`src/rtl/vtc_pkg.sv`:
```
// vtc_pkg: shared timing defaults, pattern mode encodings and colour constants
// for the 640x480 test-pattern source.
package vtc_pkg;

  localparam int unsigned H_ACTIVE_DEF = 640;
  localparam int unsigned H_FP_DEF     = 16;
  localparam int unsigned H_SYNC_DEF   = 96;
  localparam int unsigned H_BP_DEF     = 48;
  localparam int unsigned V_ACTIVE_DEF = 480;
  localparam int unsigned V_FP_DEF     = 10;
  localparam int unsigned V_SYNC_DEF   = 2;
  localparam int unsigned V_BP_DEF     = 33;
  localparam int unsigned WIN_H0_DEF   = 144;
  localparam int unsigned WIN_V0_DEF   = 104;
  localparam int unsigned WIN_SIZE_DEF = 32;

  localparam int unsigned H_TOTAL_DEF = H_ACTIVE_DEF + H_FP_DEF + H_SYNC_DEF + H_BP_DEF;
  localparam int unsigned V_TOTAL_DEF = V_ACTIVE_DEF + V_FP_DEF + V_SYNC_DEF + V_BP_DEF;

  localparam int unsigned HCNT_W = 12;
  localparam int unsigned VCNT_W = 11;
  localparam int unsigned RGB_W  = 24;
  localparam int unsigned FCNT_W = 16;
  localparam int unsigned MODE_W = 2;
  localparam int unsigned N_BARS = 8;

  typedef enum logic [MODE_W-1:0] {
    MODE_SOLID  = 2'd0,
    MODE_BARS   = 2'd1,
    MODE_TARGET = 2'd2,
    MODE_MOVE   = 2'd3
  } mode_e;

  typedef struct packed {
    logic [7:0] r;
    logic [7:0] g;
    logic [7:0] b;
  } rgb_t;

  localparam logic [RGB_W-1:0] BAR_WHITE   = 24'hFFFFFF;
  localparam logic [RGB_W-1:0] BAR_YELLOW  = 24'hFFFF00;
  localparam logic [RGB_W-1:0] BAR_CYAN    = 24'h00FFFF;
  localparam logic [RGB_W-1:0] BAR_GREEN   = 24'h00FF00;
  localparam logic [RGB_W-1:0] BAR_MAGENTA = 24'hFF00FF;
  localparam logic [RGB_W-1:0] BAR_RED     = 24'hFF0000;
  localparam logic [RGB_W-1:0] BAR_BLUE    = 24'h0000FF;
  localparam logic [RGB_W-1:0] BAR_BLACK   = 24'h000000;
  localparam logic [RGB_W-1:0] COLOR_BG     = 24'h404040;
  localparam logic [RGB_W-1:0] COLOR_MARKER = 24'hFF0000;

  // Bar colour by bar index, left to right.
  function automatic rgb_t bar_color(input logic [2:0] idx);
    logic [RGB_W-1:0] c;
    case (idx)
      3'd0:    c = BAR_WHITE;
      3'd1:    c = BAR_YELLOW;
      3'd2:    c = BAR_CYAN;
      3'd3:    c = BAR_GREEN;
      3'd4:    c = BAR_MAGENTA;
      3'd5:    c = BAR_RED;
      3'd6:    c = BAR_BLUE;
      default: c = BAR_BLACK;
    endcase
    return rgb_t'(c);
  endfunction

endpackage

```
`src/rtl/video_timing.sv`:
```
// video_timing: free-running h/v raster counters plus registered hsync/vsync/de/
// frame_start decode; live counters are exported so the pattern stage stays aligned.
module video_timing
  import vtc_pkg::*;
#(
  parameter int unsigned H_ACTIVE = H_ACTIVE_DEF,
  parameter int unsigned H_FP     = H_FP_DEF,
  parameter int unsigned H_SYNC   = H_SYNC_DEF,
  parameter int unsigned H_BP     = H_BP_DEF,
  parameter int unsigned V_ACTIVE = V_ACTIVE_DEF,
  parameter int unsigned V_FP     = V_FP_DEF,
  parameter int unsigned V_SYNC   = V_SYNC_DEF,
  parameter int unsigned V_BP     = V_BP_DEF
) (
  input  logic              PClk,
  input  logic              Rst_n,
  output logic [HCNT_W-1:0] h_cnt,
  output logic [VCNT_W-1:0] v_cnt,
  output logic              origin_c,
  output logic              active_c,
  output logic [HCNT_W-1:0] VtcHCnt,
  output logic [VCNT_W-1:0] VtcVCnt,
  output logic              hsync,
  output logic              vsync,
  output logic              de,
  output logic              frame_start
);

  localparam int unsigned H_TOTAL  = H_ACTIVE + H_FP + H_SYNC + H_BP;
  localparam int unsigned V_TOTAL  = V_ACTIVE + V_FP + V_SYNC + V_BP;
  localparam int unsigned HS_FIRST = H_ACTIVE + H_FP;
  localparam int unsigned HS_LAST  = HS_FIRST + H_SYNC - 1;
  localparam int unsigned VS_FIRST = V_ACTIVE + V_FP;
  localparam int unsigned VS_LAST  = VS_FIRST + V_SYNC - 1;

  logic hsync_c;
  logic vsync_c;

  // Raster counters: h wraps every line, v advances on h wrap.
  always_ff @(posedge PClk or negedge Rst_n) begin
    if (!Rst_n) begin
      h_cnt <= '0;
      v_cnt <= '0;
    end else if (h_cnt == HCNT_W'(H_TOTAL - 1)) begin
      h_cnt <= '0;
      v_cnt <= (v_cnt == VCNT_W'(V_TOTAL - 1)) ? '0 : v_cnt + VCNT_W'(1);
    end else begin
      h_cnt <= h_cnt + HCNT_W'(1);
    end
  end

  always_comb begin
    origin_c = (h_cnt == '0) && (v_cnt == '0);
    active_c = (h_cnt < HCNT_W'(H_ACTIVE)) && (v_cnt < VCNT_W'(V_ACTIVE));
    hsync_c  = !((h_cnt >= HCNT_W'(HS_FIRST)) && (h_cnt <= HCNT_W'(HS_LAST)));
    vsync_c  = !((v_cnt >= VCNT_W'(VS_FIRST)) && (v_cnt <= VCNT_W'(VS_LAST)));
  end

  always_ff @(posedge PClk or negedge Rst_n) begin
    if (!Rst_n) begin
      VtcHCnt     <= '0;
      VtcVCnt     <= '0;
      hsync       <= 1'b1;
      vsync       <= 1'b1;
      de          <= 1'b0;
      frame_start <= 1'b0;
    end else begin
      VtcHCnt     <= h_cnt;
      VtcVCnt     <= v_cnt;
      hsync       <= hsync_c;
      vsync       <= vsync_c;
      de          <= active_c;
      frame_start <= origin_c;
    end
  end

endmodule

```
`src/rtl/vtc_pattern_gen.sv`:
```
// vtc_pattern_gen: 640x480@60 timing source with solid / bar / target test patterns.
// Optional crosshair overlay (marker_h/marker_v ports) when VTC_MARKER_EN is defined.
module vtc_pattern_gen
  import vtc_pkg::*;
#(
  parameter int unsigned H_ACTIVE = H_ACTIVE_DEF,
  parameter int unsigned H_FP     = H_FP_DEF,
  parameter int unsigned H_SYNC   = H_SYNC_DEF,
  parameter int unsigned H_BP     = H_BP_DEF,
  parameter int unsigned V_ACTIVE = V_ACTIVE_DEF,
  parameter int unsigned V_FP     = V_FP_DEF,
  parameter int unsigned V_SYNC   = V_SYNC_DEF,
  parameter int unsigned V_BP     = V_BP_DEF,
  parameter int unsigned WIN_H0   = WIN_H0_DEF,
  parameter int unsigned WIN_V0   = WIN_V0_DEF,
  parameter int unsigned WIN_SIZE = WIN_SIZE_DEF
) (
  input  logic              PClk,
  input  logic              Rst_n,
  input  logic [MODE_W-1:0] mode,
  input  logic [RGB_W-1:0]  fill_color,
  output logic [HCNT_W-1:0] VtcHCnt,
  output logic [VCNT_W-1:0] VtcVCnt,
  output logic              hsync,
  output logic              vsync,
  output logic              de,
  output logic [RGB_W-1:0]  RGB24,
  output logic              frame_start,
  output logic [FCNT_W-1:0] frame_cnt
`ifdef VTC_MARKER_EN
  ,
  input  logic [HCNT_W-1:0] marker_h,
  input  logic [VCNT_W-1:0] marker_v
`endif
);

  localparam int unsigned BAR_W   = H_ACTIVE / N_BARS;
  localparam int unsigned X0_LAST = H_ACTIVE - WIN_SIZE;

  logic [HCNT_W-1:0] h_cnt;
  logic [VCNT_W-1:0] v_cnt;
  logic              origin_c;
  logic              active_c;

  mode_e             sh_mode;
  rgb_t              sh_fill;
  logic [HCNT_W-1:0] x0;

  mode_e             mode_eff_c;
  rgb_t              fill_eff_c;
  logic [HCNT_W-1:0] x0_nxt_c;
  logic [HCNT_W-1:0] x0_eff_c;
  logic [FCNT_W-1:0] frame_cnt_nxt_c;
  logic [2:0]        bar_idx_c;
  logic [HCNT_W-1:0] win_x0_c;
  logic              in_win_c;
  rgb_t              pix_c;

  video_timing #(
    .H_ACTIVE (H_ACTIVE),
    .H_FP     (H_FP),
    .H_SYNC   (H_SYNC),
    .H_BP     (H_BP),
    .V_ACTIVE (V_ACTIVE),
    .V_FP     (V_FP),
    .V_SYNC   (V_SYNC),
    .V_BP     (V_BP)
  ) u_timing (
    .PClk        (PClk),
    .Rst_n       (Rst_n),
    .h_cnt       (h_cnt),
    .v_cnt       (v_cnt),
    .origin_c    (origin_c),
    .active_c    (active_c),
    .VtcHCnt     (VtcHCnt),
    .VtcVCnt     (VtcVCnt),
    .hsync       (hsync),
    .vsync       (vsync),
    .de          (de),
    .frame_start (frame_start)
  );

  // At pixel (0,0) the incoming settings already apply, so frames never tear.
  always_comb begin
    mode_eff_c       = sh_mode;
    fill_eff_c       = sh_fill;
    frame_cnt_nxt_c  = frame_cnt + FCNT_W'(1);
    if (origin_c) begin
      mode_eff_c = mode_e'(mode);
      fill_eff_c = rgb_t'(fill_color);
    end
  end

  // x0 tracks frame_cnt mod (H_ACTIVE-WIN_SIZE+1) incrementally; resyncs on counter wrap.
  always_comb begin
    if (frame_cnt_nxt_c == '0) begin
      x0_nxt_c = '0;
    end else if (x0 == HCNT_W'(X0_LAST)) begin
      x0_nxt_c = '0;
    end else begin
      x0_nxt_c = x0 + HCNT_W'(1);
    end
    x0_eff_c = origin_c ? x0_nxt_c : x0;
  end

  always_comb begin
    pix_c     = '0;
    bar_idx_c = '0;
    for (int unsigned i = 1; i < N_BARS; i++) begin
      if (h_cnt >= HCNT_W'(i * BAR_W)) bar_idx_c = 3'(i);
    end
    win_x0_c = (mode_eff_c == MODE_MOVE) ? x0_eff_c : HCNT_W'(WIN_H0);
    in_win_c = (h_cnt >= win_x0_c) && (h_cnt < win_x0_c + HCNT_W'(WIN_SIZE)) &&
               (v_cnt >= VCNT_W'(WIN_V0)) && (v_cnt < VCNT_W'(WIN_V0 + WIN_SIZE));
    case (mode_eff_c)
      MODE_SOLID: pix_c = fill_eff_c;
      MODE_BARS:  pix_c = bar_color(bar_idx_c);
      default:    pix_c = in_win_c ? fill_eff_c : rgb_t'(COLOR_BG);
    endcase
`ifdef VTC_MARKER_EN
    if ((h_cnt == marker_h) || (v_cnt == marker_v)) pix_c = rgb_t'(COLOR_MARKER);
`endif
    if (!active_c) pix_c = '0;
  end

  // Shadow capture and frame bookkeeping happen only at the raster origin.
  always_ff @(posedge PClk or negedge Rst_n) begin
    if (!Rst_n) begin
      sh_mode   <= MODE_SOLID;
      sh_fill   <= '0;
      x0        <= '0;
      frame_cnt <= '0;
      RGB24     <= '0;
    end else begin
      RGB24 <= pix_c;
      if (origin_c) begin
        sh_mode   <= mode_eff_c;
        sh_fill   <= fill_eff_c;
        x0        <= x0_nxt_c;
        frame_cnt <= frame_cnt_nxt_c;
      end
    end
  end

endmodule
```
`config.mk`:
```
export PLATFORM = sky130hd
export DESIGN_NAME = vtc_pattern_gen
export DESIGN_NICKNAME = d
export VERILOG_FILES = /design/src/rtl/vtc_pkg.sv /design/src/rtl/video_timing.sv /design/src/rtl/vtc_pattern_gen.sv
export SDC_FILE = /design/constraint.sdc
export NUM_CORES = 1
export LEC_CHECK = 0
export CAP_MARGIN = 15
export CELL_PAD_IN_SITES_DETAIL_PLACEMENT = 0
export CELL_PAD_IN_SITES_GLOBAL_PLACEMENT = 1
export CORE_MARGIN = 10
export CORE_UTILIZATION = 45
export CTS_CLUSTER_SIZE = 14
export DETAILED_ROUTE_END_ITERATION = 16
export GPL_ROUTABILITY_DRIVEN = 0
export MAX_ROUTING_LAYER = met4
export PLACE_DENSITY = 0.88
export SETUP_SLACK_MARGIN = 0.3
export SYNTH_ARGS = -nofsm -noshare
export SYNTH_HDL_FRONTEND = slang
export SYNTH_SLANG_ARGS = --single-unit
```
`constraint.sdc`:
```
create_clock -name PClk -period 7.7 [get_ports PClk]
set_clock_uncertainty 0.2 [all_clocks]
set_input_delay 1.54 -clock PClk [delete_from_list [all_inputs] [get_ports PClk]]
set_output_delay 1.54 -clock PClk [all_outputs]
set_load 0.05 [all_outputs]
```
==> results_dict.tcl <==
set metrics [dict create \
    yosysWarningCount 0 \
    antenna_found_initial 0 \
    synth_commonest_cells "126 x dfrtp_1, 109 x nand2_1, 50 x nor2_1, 28 x ha_1, 28 x nor3_1" \
    finalCritPeriodShare_pct 84.5 \
    leakagePower_nw 3.67 \
    die_area_um2 19500 \
    h-tree-depth 4 \
    setup_tns_ps 0 \
    ctsResizeCount 0 \
    clk_latency_ps 420 \
    max_freq_mhz 154 \
    dp_hpwl_um 12000 \
    ant_nets 0 \
    grt_usage_pct 17.9 \
    drt_wl_total_um 17000 \
    fin_util_pct 58.6 \
    synth_area_leaders "dfrtp_1 49%, nand2_1 6.4%, ha_1 5.5%, xnor2_1 3.3%, nor2_1 2.9%" \
    power_density_nw_per_um2 206 \
    worstRegToRegCells 21 \
    final-hold-violation-count 0 \
    r2r-start "u_timing.v_cnt[0]$_DFFE_PN0N_" \
    synth_flop_cell "dfrtp_1" \
    antenna_cells 0 \
    yosysMostFrequentCell "dfrtp_1" \
    drtPass1Iterations 5 \
    initial_utilization_pct 46.1 \
    crit_arrival_ps 6610 \
    clkSinkCount 128 \
    cp_data_required_time_ps 7800 \
    synth_top_area_share_pct 49.1 \
    syn_area_um2 6420 \
    cts_max_path_buffers 2 \
    synth_area_per_cell_um2 9.66 \
    cts_setup_buffers 0 \
    io_buffers 94 \
    maxCapViolCount 0 \
    ys_async_sr_fraction_pct 100 \
    post-route-min-period_ps 6510 \
    core_area_um2 13900 \
    grt_pass1_vias 5403 \
    drive_gt1_share_pct 7.54 \
    remaining_drc_errors 0 \
    ys_types 64 \
    cts_buffers 17 \
    crit_path_end_kind "flop" \
    post_drt_wl_per_cell_um 18.0 \
    crit_path_max_incr_delay_ps 750 \
    worstSetupStartpoint "u_timing.v_cnt[0]$_DFFE_PN0N_" \
    placementRows 43 \
    finalSetupViolCount 0 \
    die_w_um 139 \
    grt_pass1_wl_um 27800 \
    rrSetupSlack_ps 1190 \
    relSlewSlack_pct 27.7 \
    syn_to_final_growth_pct 27.2 \
    drt-initial-drc-count 364 \
    path_class "reg -> reg" \
    fp.dieH_um 139 \
    path_cells "inv_1 -> ha_1 -> nor4b_1 -> nand2_1 -> or4_1 -> mux2i_4 -> nor2_1 -> nand2_1 -> inv_1 -> ha_1 -> nand3_1 -> and4bb_1 -> xor2_1 -> ha_1 -> nand2_1 -> nor3_1 -> a21oi_1 -> o211ai_1 -> a31oi_1 -> a21oi_1 -> a211oi_1" \
    cp_max_fo 14 \
    grt_max_degree 70 \
    report.final.slew_viol_count 0 \
    route.vias.total 5306 \
    hold_start "sh_fill[19]$_DFFE_PN0N_" \
    synth_seq_cells 128 \
    status "complete, no violations" \
    clockRootBuffer "clkbuf_16" \
    ios 95 \
    cts_tree "built" \
    seq_area_frac_synth_pct 49.9 \
    min_path_cells 2 \
    grt_overflow 0 \
    syn_nets 721 \
    rsz0062_at_grt "false" \
    worst_pin_slew_ps 1080 \
    synth_edf_count 0 \
    ir_drop_mv 0.157 \
    cp_slowest_cell "or4_1" \
    setup.worst_path.start_class "flop" \
    path_clk_slew_ps 60 \
    hold_path_class "reg -> reg" \
    cts_hold_buf 0 \
    fin_nets 812 \
    viasPerCell 5.59 \
    yosysTopAreaCell "dfrtp_1" \
    netlist_instances 665 \
]
cells in the final DEF (no fill, tap or decap), drive strengths merged, types with 3 or more instances in the layout:
| cell | Yosys | routed |
|---|---|---|
| inv | 28 | 29 |
| dfrtp | 126 | 126 |
| nand3b | 4 | 4 |
| nand3 | 27 | 27 |
| or4 | 9 | 9 |
| nor3 | 28 | 28 |
| a21oi | 28 | 28 |
| clkbuf | 19 | 19 |
| clkdlybuf4s50 | 0 | 93 |
| nand2 | 110 | 110 |
| nand4 | 13 | 13 |
| clkinvlp | 0 | 5 |
| buf | 8 | 6 |
| and2 | 5 | 5 |
| mux2i | 11 | 11 |
| xnor2 | 24 | 24 |
| a32oi | 3 | 3 |
| xor2 | 17 | 17 |
| and3 | 10 | 10 |
| a21o | 6 | 6 |
| nor2b | 4 | 4 |
| o21ai | 24 | 24 |
| a211oi | 11 | 11 |
| a31oi | 16 | 16 |
| bufinv | 0 | 5 |
| or3 | 5 | 5 |
| ha | 28 | 28 |
| nor4 | 6 | 6 |
| nand2b | 6 | 6 |
| o31ai | 5 | 5 |
| nor2 | 51 | 51 |
| nand4b | 3 | 3 |
metrics by stage:
stage	instances	setup slack (ps)	instance area, µm²	total power [W]	hold slack (ps)
final	949	1190	8170	0.00169	264
after global routing	949	564	8170	0.00173	294
after CTS	949	1250	8170	0.00170	266
after detailed placement	917	1330	7520	0.000815	244
after global placement	917	1540	7520	0.000813	232
after floorplan	665	2070	6420	0.000760	152
flip-flops by register name, indices dropped and copies added, names as in the netlist:
signal                flops
u_timing.hsync            1
u_timing.VtcHCnt         12
sh_fill                  24
u_timing.v_cnt           11
u_timing.frame_start      1
u_timing.de               1
u_timing.vsync            1
u_timing.VtcVCnt         11
u_timing.h_cnt           12
x0                       12
frame_cnt                16
RGB24                    24
sh_mode                   2
area by class of cell:
| class | instances | area [µm²] |
|---|---|---|
| multi-input combinational | 482 | 3010 |
| inverter | 28 | 105 |
| clock buffer | 19 | 443 |
| fill | 1153 | 5760 |
| clock inverter | 13 | 210 |
| tap | 180 | 225 |
| timing repair buffer | 99 | 976 |
| sequential | 128 | 3210 |
power by group:
group,switching (W),internal [W]
sequential,0.00000497,0.000688
combinational,0.0000713,0.0000377
clock,0.000301,0.000583
cells by family (layout without fill, tap and decap cells):
family          count (synthesis)  in the layout  synth area share [%]
flops                         128            128                  49.9
xor+xnor                       41             41                  5.59
buf+inv                        55            159                  3.39
mux                            13             13                  2.32
fa+ha+maj                      28             28                  5.45
simple gates                  289            289                  21.9
compound gates                111            111                  11.5
worst paths after layout:
path                                           end
setup / recovery               RGB24[19]$_DFF_PN0_
hold / removal             sh_fill[19]$_DFFE_PN0N_
setup reg to reg               RGB24[19]$_DFF_PN0_
hold reg to reg            sh_fill[19]$_DFFE_PN0N_
max in group asynchronous       RGB24[5]$_DFF_PN0_
min in group asynchronous          x0[0]$_DFF_PN0_
worst max-delay path: cells and delay by family (launching register included):
| family | cells | cell delay [ps] |
|---|---|---|
| AOI/OAI and AO/OA | 5 | 1770 |
| and+or+nand+nor | 9 | 2570 |
| buffers and inverters | 2 | 240 |
| adders and majority gates | 3 | 620 |
| DFF | 1 | 450 |
| xor gates and xnor gates | 1 | 190 |
| muxes | 1 | 320 |
metal layers:
layer	share of wire (%)	vias to the layer above	wire length, µm	GRT usage, %
li1	-	2514	-	-
met1	44	2621	7460	21.7
met2	50	140	8440	28.4
met3	4.7	31	796	3.88
met4	2.0	0	340	7.19
met5	0	-	0	-
(Power assumes the default switching activity.)
